--- config.mk ---
export PLATFORM = sky130hd
export DESIGN_NAME = lcd_timing_rd_flat
export DESIGN_NICKNAME = d
export VERILOG_FILES = /design/src/rtl/lcd_pkg.sv /design/src/rtl/lcd_timing_rd_if.sv /design/src/rtl/lcd_sync_cnt.sv /design/src/rtl/lcd_timing_rd.sv /design/src/flat_wrapper.sv
export SDC_FILE = /design/constraint.sdc
export NUM_CORES = 1
export LEC_CHECK = 0
export BUFFER_PORTS_ARGS = -buffer_cell sky130_fd_sc_hd__buf_2
export CAP_MARGIN = 10
export CORE_MARGIN = 2
export CORE_UTILIZATION = 35
export CTS_CLUSTER_DIAMETER = 150
export DETAILED_ROUTE_END_ITERATION = 10
export PLACE_DENSITY = 0.58
export SLEW_MARGIN = 20
export SYNTH_ARGS = -nofsm -noshare
export SYNTH_HDL_FRONTEND = slang
export SYNTH_SLANG_ARGS = --single-unit
--- constraint.sdc ---
create_clock -name lcd_clk -period 2.49 [get_ports lcd_clk]
set_input_delay 0.3735 -clock lcd_clk [delete_from_list [all_inputs] [get_ports lcd_clk]]
set_output_delay 0.3735 -clock lcd_clk [all_outputs]
set_load 0.05 [all_outputs]
--- src/rtl/lcd_pkg.sv ---
// Shared state type, counter width and timing-window helpers for the LCD
// read-side timing generator.
package lcd_pkg;

   localparam int CNT_W   = 12;
   localparam int CNT_MAX = (1 << CNT_W) - 1;

   typedef enum logic [1:0] {
      WAIT  = 2'd0,
      RUN   = 2'd1,
      DRAIN = 2'd2
   } state_t;

   // One axis of the raster: period plus the sync and active windows [lo, hi).
   typedef struct packed {
      logic [CNT_W-1:0] total;
      logic [CNT_W-1:0] sync_hi;
      logic [CNT_W-1:0] act_lo;
      logic [CNT_W-1:0] act_hi;
   } win_t;

   function automatic int axis_total(int sync_w, int bp, int act, int fp);
      return sync_w + bp + act + fp;
   endfunction

   function automatic win_t axis_win(int sync_w, int bp, int act, int fp);
      win_t w;
      w.total   = CNT_W'(axis_total(sync_w, bp, act, fp));
      w.sync_hi = CNT_W'(sync_w);
      w.act_lo  = CNT_W'(sync_w + bp);
      w.act_hi  = CNT_W'(sync_w + bp + act);
      return w;
   endfunction

endpackage

--- src/rtl/lcd_timing_rd_if.sv ---
// Read-port bundle between the LCD timing reader (master) and the line FIFO
// (slave).
interface lcd_timing_rd_if #(
   parameter int DATA_WIDTH = 16
);
   logic                  lcd_data_requst;
   logic [DATA_WIDTH-1:0] fifo_rd_data;
   logic                  fifo_empty;

   modport master (
      output lcd_data_requst,
      input  fifo_rd_data,
      input  fifo_empty
   );

   modport slave (
      input  lcd_data_requst,
      output fifo_rd_data,
      output fifo_empty
   );
endinterface

--- src/rtl/lcd_sync_cnt.sv ---
// H/V raster counter pair with wrap logic and registered-counter window
// decodes; counters sit at zero whenever run is low.
module lcd_sync_cnt
   import lcd_pkg::*;
#(
   parameter int H_ACTIVE = 800,
   parameter int H_FP     = 40,
   parameter int H_SYNC   = 128,
   parameter int H_BP     = 88,
   parameter int V_ACTIVE = 480,
   parameter int V_FP     = 1,
   parameter int V_SYNC   = 3,
   parameter int V_BP     = 21
) (
   input  logic clk,
   input  logic rst_n,
   input  logic run,
   output logic hsync,
   output logic vsync,
   output logic pix_act,
   output logic frame_last
);

   localparam win_t H_WIN = axis_win(H_SYNC, H_BP, H_ACTIVE, H_FP);
   localparam win_t V_WIN = axis_win(V_SYNC, V_BP, V_ACTIVE, V_FP);

   if (axis_total(H_SYNC, H_BP, H_ACTIVE, H_FP) > CNT_MAX) begin : g_h_range
      $error("H_TOTAL does not fit the 12-bit counter");
   end
   if (axis_total(V_SYNC, V_BP, V_ACTIVE, V_FP) > CNT_MAX) begin : g_v_range
      $error("V_TOTAL does not fit the 12-bit counter");
   end

   logic [1:0] step;
   logic [1:0] last;
   logic [1:0] in_sync;
   logic [1:0] in_act;

   // Axis 0 is horizontal; axis 1 steps only when the line wraps.
   assign step = {run & last[0], run};

   for (genvar gi = 0; gi < 2; gi++) begin : g_axis
      localparam win_t W = (gi == 0) ? H_WIN : V_WIN;

      logic [CNT_W-1:0] cnt_reg;
      logic [CNT_W-1:0] cnt_next;

      assign last[gi] = (cnt_reg == W.total - CNT_W'(1));

      always_comb begin
         cnt_next = '0;
         if (run) begin
            cnt_next = cnt_reg;
            if (step[gi]) begin
               cnt_next = last[gi] ? '0 : cnt_reg + CNT_W'(1);
            end
         end
      end

      always_ff @(posedge clk or negedge rst_n) begin
         if (!rst_n) begin
            cnt_reg <= '0;
         end else begin
            cnt_reg <= cnt_next;
         end
      end

      assign in_sync[gi] = (cnt_reg < W.sync_hi);
      assign in_act[gi]  = (cnt_reg >= W.act_lo) && (cnt_reg < W.act_hi);
   end

   assign hsync      = in_sync[0];
   assign vsync      = in_sync[1];
   assign pix_act    = &in_act;
   assign frame_last = &last;

endmodule

--- src/rtl/lcd_timing_rd.sv ---
// Pixel-clock side of the LCD line FIFO: aligns to the writer's frame sync,
// generates HS/VS/DE, pulls pixels, and drains after an underflowed frame.
module lcd_timing_rd
   import lcd_pkg::*;
#(
   parameter int H_ACTIVE   = 800,
   parameter int H_FP       = 40,
   parameter int H_SYNC     = 128,
   parameter int H_BP       = 88,
   parameter int V_ACTIVE   = 480,
   parameter int V_FP       = 1,
   parameter int V_SYNC     = 3,
   parameter int V_BP       = 21,
   parameter int DATA_WIDTH = 16,
   parameter bit SYNC_POL   = 1'b0
) (
   input  logic                  lcd_clk,
   input  logic                  rst_n,
   input  logic                  lcd_framesync,
   lcd_timing_rd_if.master       fifo,
   output logic                  lcd_hs,
   output logic                  lcd_vs,
   output logic                  lcd_de,
   output logic [DATA_WIDTH-1:0] lcd_rgb,
   output logic                  underflow
);

   state_t state_reg, state_next;
   logic [1:0] fs_sync_reg;
   logic       fs_prev_reg;
   logic       frame_start;
   logic       frame_uf_reg, frame_uf_next;
   logic       underflow_reg;
   logic       run, hsync, vsync, pix_act, frame_last, miss;
   logic       s1_hs_reg, s1_vs_reg, s1_de_reg, s1_miss_reg;
   logic       hs_pin_reg, vs_pin_reg, de_pin_reg;
   logic [DATA_WIDTH-1:0] rgb_pin_reg;

   lcd_sync_cnt #(
      .H_ACTIVE (H_ACTIVE),
      .H_FP     (H_FP),
      .H_SYNC   (H_SYNC),
      .H_BP     (H_BP),
      .V_ACTIVE (V_ACTIVE),
      .V_FP     (V_FP),
      .V_SYNC   (V_SYNC),
      .V_BP     (V_BP)
   ) u_cnt (
      .clk        (lcd_clk),
      .rst_n      (rst_n),
      .run        (run),
      .hsync      (hsync),
      .vsync      (vsync),
      .pix_act    (pix_act),
      .frame_last (frame_last)
   );

   assign frame_start = fs_sync_reg[1] & ~fs_prev_reg;
   assign run         = (state_reg == RUN);
   assign miss        = run & pix_act & fifo.fifo_empty;

   always_comb begin
      state_next           = state_reg;
      frame_uf_next        = frame_uf_reg | miss;
      fifo.lcd_data_requst = 1'b0;
      unique case (state_reg)
         WAIT: begin
            frame_uf_next = 1'b0;
            if (frame_start) begin
               state_next = RUN;
            end
         end
         RUN: begin
            fifo.lcd_data_requst = pix_act & ~fifo.fifo_empty;
            if (frame_last) begin
               frame_uf_next = 1'b0;
               if (frame_uf_reg | miss) begin
                  state_next = DRAIN;
               end
            end
         end
         DRAIN: begin
            // Flush stale words so the next frame starts on a clean FIFO.
            fifo.lcd_data_requst = ~fifo.fifo_empty;
            if (fifo.fifo_empty) begin
               state_next = WAIT;
            end
         end
         default: state_next = WAIT;
      endcase
   end

   always_ff @(posedge lcd_clk or negedge rst_n) begin
      if (!rst_n) begin
         state_reg     <= WAIT;
         fs_sync_reg   <= '0;
         fs_prev_reg   <= 1'b0;
         frame_uf_reg  <= 1'b0;
         underflow_reg <= 1'b0;
         s1_hs_reg     <= 1'b0;
         s1_vs_reg     <= 1'b0;
         s1_de_reg     <= 1'b0;
         s1_miss_reg   <= 1'b0;
         hs_pin_reg    <= ~SYNC_POL;
         vs_pin_reg    <= ~SYNC_POL;
         de_pin_reg    <= 1'b0;
         rgb_pin_reg   <= '0;
      end else begin
         state_reg     <= state_next;
         fs_sync_reg   <= {fs_sync_reg[0], lcd_framesync};
         fs_prev_reg   <= fs_sync_reg[1];
         frame_uf_reg  <= frame_uf_next;
         underflow_reg <= underflow_reg | miss;
         s1_hs_reg     <= run & hsync;
         s1_vs_reg     <= run & vsync;
         s1_de_reg     <= run & pix_act;
         s1_miss_reg   <= miss;
         hs_pin_reg    <= s1_hs_reg ? SYNC_POL : ~SYNC_POL;
         vs_pin_reg    <= s1_vs_reg ? SYNC_POL : ~SYNC_POL;
         // DE stays high on a missed pixel so panel timing is unaffected.
         de_pin_reg    <= s1_de_reg;
         rgb_pin_reg   <= (s1_de_reg & ~s1_miss_reg) ? fifo.fifo_rd_data : '0;
      end
   end

   assign lcd_hs    = hs_pin_reg;
   assign lcd_vs    = vs_pin_reg;
   assign lcd_de    = de_pin_reg;
   assign lcd_rgb   = rgb_pin_reg;
   assign underflow = underflow_reg;

endmodule

--- src/flat_wrapper.sv ---
// flat-port wrapper written by rule: the top's interface ports become plain ports
module lcd_timing_rd_flat import lcd_pkg::*;
#(
   parameter int H_ACTIVE   = 800,
   parameter int H_FP       = 40,
   parameter int H_SYNC     = 128,
   parameter int H_BP       = 88,
   parameter int V_ACTIVE   = 480,
   parameter int V_FP       = 1,
   parameter int V_SYNC     = 3,
   parameter int V_BP       = 21,
   parameter int DATA_WIDTH = 16,
   parameter bit SYNC_POL   = 1'b0
)
  (lcd_clk, rst_n, lcd_framesync, lcd_hs, lcd_vs, lcd_de, lcd_rgb, underflow, fifo_lcd_data_requst, fifo_fifo_rd_data, fifo_fifo_empty);
  lcd_timing_rd_if #(.DATA_WIDTH(DATA_WIDTH)) fifo_i ();
  input  logic lcd_clk;
  input  logic rst_n;
  input  logic lcd_framesync;
  output logic lcd_hs;
  output logic lcd_vs;
  output logic lcd_de;
  output logic [DATA_WIDTH-1:0] lcd_rgb;
  output logic underflow;
  output wire logic [$bits(fifo_i.lcd_data_requst)-1:0] fifo_lcd_data_requst;
  input wire logic [$bits(fifo_i.fifo_rd_data)-1:0] fifo_fifo_rd_data;
  input wire logic [$bits(fifo_i.fifo_empty)-1:0] fifo_fifo_empty;
  assign fifo_lcd_data_requst = fifo_i.lcd_data_requst;
  assign fifo_i.fifo_rd_data = fifo_fifo_rd_data;
  assign fifo_i.fifo_empty = fifo_fifo_empty;
  lcd_timing_rd #(.H_ACTIVE(H_ACTIVE), .H_FP(H_FP), .H_SYNC(H_SYNC), .H_BP(H_BP), .V_ACTIVE(V_ACTIVE), .V_FP(V_FP), .V_SYNC(V_SYNC), .V_BP(V_BP), .DATA_WIDTH(DATA_WIDTH), .SYNC_POL(SYNC_POL)) u_core (.lcd_clk(lcd_clk), .rst_n(rst_n), .lcd_framesync(lcd_framesync), .fifo(fifo_i), .lcd_hs(lcd_hs), .lcd_vs(lcd_vs), .lcd_de(lcd_de), .lcd_rgb(lcd_rgb), .underflow(underflow));
endmodule
==> run_results.csv <==
group,metric,value,unit
grt,grt.total_usage,0.134,
place,post_dp_cell_area,2740,µm²
final_layout,post_layout_nonfiller_instances,354,
yosys,number_of_instances_in_the_synthesized_netlist,221,
worst_setup_path,dominant_delay_contributor_by_cell_family_on_the_critical_path,"simple AND/OR/NAND/NOR gates",
final_layout,fillCellCount,647,
detailed_routing,detail_route.wl_per_cell,13.2,µm
worst_setup_path,cp_data_required_time,2.12,ns
power,leakagePower,1.46,nW
run,cap_viol_max_count,0,
worst_setup_path,crit-reg2reg-launch,"u_core.u_cnt.g_axis[0].cnt_reg[11]",
run_status,result_of_the_run,"completed",
final_layout,most_frequent_cells_in_the_layout,"dfrtp_1, buf_2, nor2_1",
final_layout,max_ffs_per_register,24,
yosys,yosys_register_bits,54,
power,pwr_density,518,nW/µm²
worst_setup_path,worst-endpoint-arrival,2.06,ns
sta,achievable-frequency,411,MHz
sta,fin_skew,0.00284,ns
sta,timing.final.setup_violations,0,
detailed_routing,drt_iter0_drc,35,
floorplan,floorplan.initialDensity,0.357,
worst_setup_path,regToRegEndpoint,"u_core.state_reg[1]",
sta,worst_slew_margin_rel,0.459,
detailed_routing,routed_wl,4670,µm
place,detailed_place_hpwl,3390,µm
final_layout,num-nets-final,299,
floorplan,row_count,30,
floorplan,die_y,86.6,µm
grt,grt_max_degree,32,
detailed_routing,via_count,1725,
floorplan,floorplan_core_area,6680,µm²
sta,fin_tns_setup,0,ns
grt,grt_pass1_wl,7870,µm
worst_setup_path,worst_path_max_delay_cell,"dfrtp_1",
yosys,synth_flop_cell,"dfrtp_1",
clock_network,cts_num_sinks,54,
clock_network,tritoncts_buffer_count,5,
final_layout,final_cell_area_excluding_filler_cells,2900,µm²
detailed_routing,drcViolationCount,0,
floorplan,ioPinCount,41,
place,place_congestion,0.834,
place,placed_cells_incl_taps,344,
clock_network,cts_tree,"built",
final_layout,diodes,0,
worst_setup_path,endpoint,"fifo_lcd_data_requst",
yosys,synth_seq_area_share,0.567,
yosys,syn-mean-instance-area,10.8,µm²
final_layout,mostFrequentLayoutCell,"dfrtp_1",
floorplan,die_width,86.6,µm
final_layout,area_growth,21.3,%
sta,max_slew.worst_pin.slew,0.809,ns
clock_network,worst_skew_pair.late_latency,0.30,ns
worst_setup_path,cp.buffers_inverters,2,
clock_network,cts_htree_levels,2,
grt,global_route.overflow_total,0,
grt,grt_antenna_before_repair,0,
power,worst_ir_drop_vdd,0.309,mV
sta,timing.final.ws_setup,0.0569,ns
sta,slew_viol_final,0,
clock_network,clock_path_buffers,2,
worst_setup_path,timing.reg2reg.setup_slack,0.26,ns
place,port_buffers,40,
yosys,synth_enable_flop_cells,0,
worst_setup_path,crit_path_max_incr_delay,0.42,ns
grt,grt_pass1_vias,1666,
clock_network,root_buffer,"clkbuf_8",
sta,rsz_0062_raised_after_global_routing,"yes",
worst_setup_path,crit_path_from,"u_core.state_reg[1]",
sta,post-route-period-util,0.977,
sta,min_period,2.43,ns
clock_network,clkSlewWorstSetupHoldPaths,0.10,ns
floorplan,fp.dieArea,7490,µm²
worst_setup_path,crit_path_cell_trace,"inv_2 > ha_4 > nor3b_2 > o211ai_1 > nor4_2 > nor2_1 > nor3b_4 > buf_6",
detailed_routing,via_to_cell_ratio,4.87,
yosys,synth_nets,247,
hold_path,min_path_type,"input port to asynchronous set/reset pin",
yosys,async_set_or_reset_register_ratio_after_synthesis,1.00,
yosys,synth.yosys.warnings,0,
worst_setup_path,critical_path.endpoint_type,"primary output",
worst_setup_path,worst_setup_path_start_kind,"register",
yosys,synth_area,2390,µm²
worst_setup_path,crit_path_cell_count,8,
worst_setup_path,worst-path-max-fanout,3,
worst_setup_path,worstSetupPathType,"register to primary output",
worst_setup_path,worst_r2r_path_depth,5,
power,total_power,1.50,mW
sta,final-hold-violation-count,0,
place,place_ws,0.225,ns
final_layout,drive_gt1_frac,0.255,
clock_network,post_cts_hold_buffer_count,0,
detailed_routing,detail-route-antenna-nets,0,
detailed_routing,drt-pass1-iter-count,4,
yosys,yosys.cell_types.count,40,
-- timing repair --
item                                    CTS  global route
endpoints found under the setup margin    1             1
setup buffers                             0             2
gates resized for setup                   3             4
pin swaps                                 0             3
-- area by class of cell --
class                   instances  area (µm²)  share of cell area
clock inverters                 2        37.5              0.0130
multi-input cells             150        1000               0.346
repair buffers                 51         289              0.0998
clock buffers                   6        72.6              0.0251
well taps                      80         100              0.0346
inverters                      11        41.3              0.0143
flip-flops and latches         54        1350               0.468
-- synth_stat cells (3+ instances only) --
| cell | number | share of area |
|---|---|---|
| dfrtp_1 | 52 | 0.55 |
| nor2_1 | 25 | 0.039 |
| and2_1 | 17 | 0.045 |
| nand3_1 | 12 | 0.025 |
| inv_1 | 11 | 0.017 |
| nand2_1 | 11 | 0.017 |
| xor2_1 | 10 | 0.037 |
| nor4_1 | 7 | 0.018 |
| ha_1 | 6 | 0.031 |
| o21ai_0 | 6 | 0.013 |
| and3_1 | 5 | 0.013 |
| nand4_1 | 5 | 0.013 |
| nor3_1 | 5 | 0.010 |
| xnor2_1 | 5 | 0.018 |
| clkbuf_1 | 4 | 0.0063 |
| nor3b_1 | 4 | 0.013 |
| a21oi_1 | 3 | 0.0063 |
| a31oi_1 | 3 | 0.0079 |
-- metal layers --
metal / vias to the layer above / routed length, µm / track usage
li1: 858 / - / -
met1: 829 / 2310 / 0.192
met2: 31 / 2130 / 0.201
met3: 7 / 151 / 0.0295
met4: 0 / 70 / 0.0469
met5: - / 0 / 0
-- power by group --
part	switching, mW	internal (mW)
logic	0.0206	0.0127
registers	0.000688	0.879
clock network	0.285	0.300
-- worst min-delay path by stage --
stage | endpoint | slack, ns | cells past startpoint
final | u_core.lcd_rgb[3] | 0.09 | 1
after global routing | u_core.lcd_rgb[2] | 0.14 | 1
after CTS | u_core.lcd_rgb[3] | 0.11 | 1
after detailed placement | u_core.fs_sync_reg[1] | 0.34 | 0
after global placement | u_core.fs_sync_reg[1] | 0.33 | 0
after floorplan | u_core.frame_uf_reg | 0.08 | 0
-- through the flow --
| stage | hold WS, ns | utilization |
|---|---|---|
| final | 0.0883 | 0.433 |
| after global routing | 0.143 | 0.433 |
| after CTS | 0.110 | 0.428 |
| after detailed placement | 0.336 | 0.410 |
| after global placement | 0.331 | 0.410 |
| after floorplan | 0.0779 | - |
-- cells by family after synthesis --
family	Yosys count	share of synthesized area
AOI/OAI and AO/OA	24	0.0781
xor gates and xnor gates	15	0.0551
adders and majority gates	6	0.0315
buffers and inverters	17	0.0278
DFF	54	0.567
muxes	1	0.00420
and+or+nand+nor	104	0.236
No activity file was read; power rests on OpenSTA's default activity.
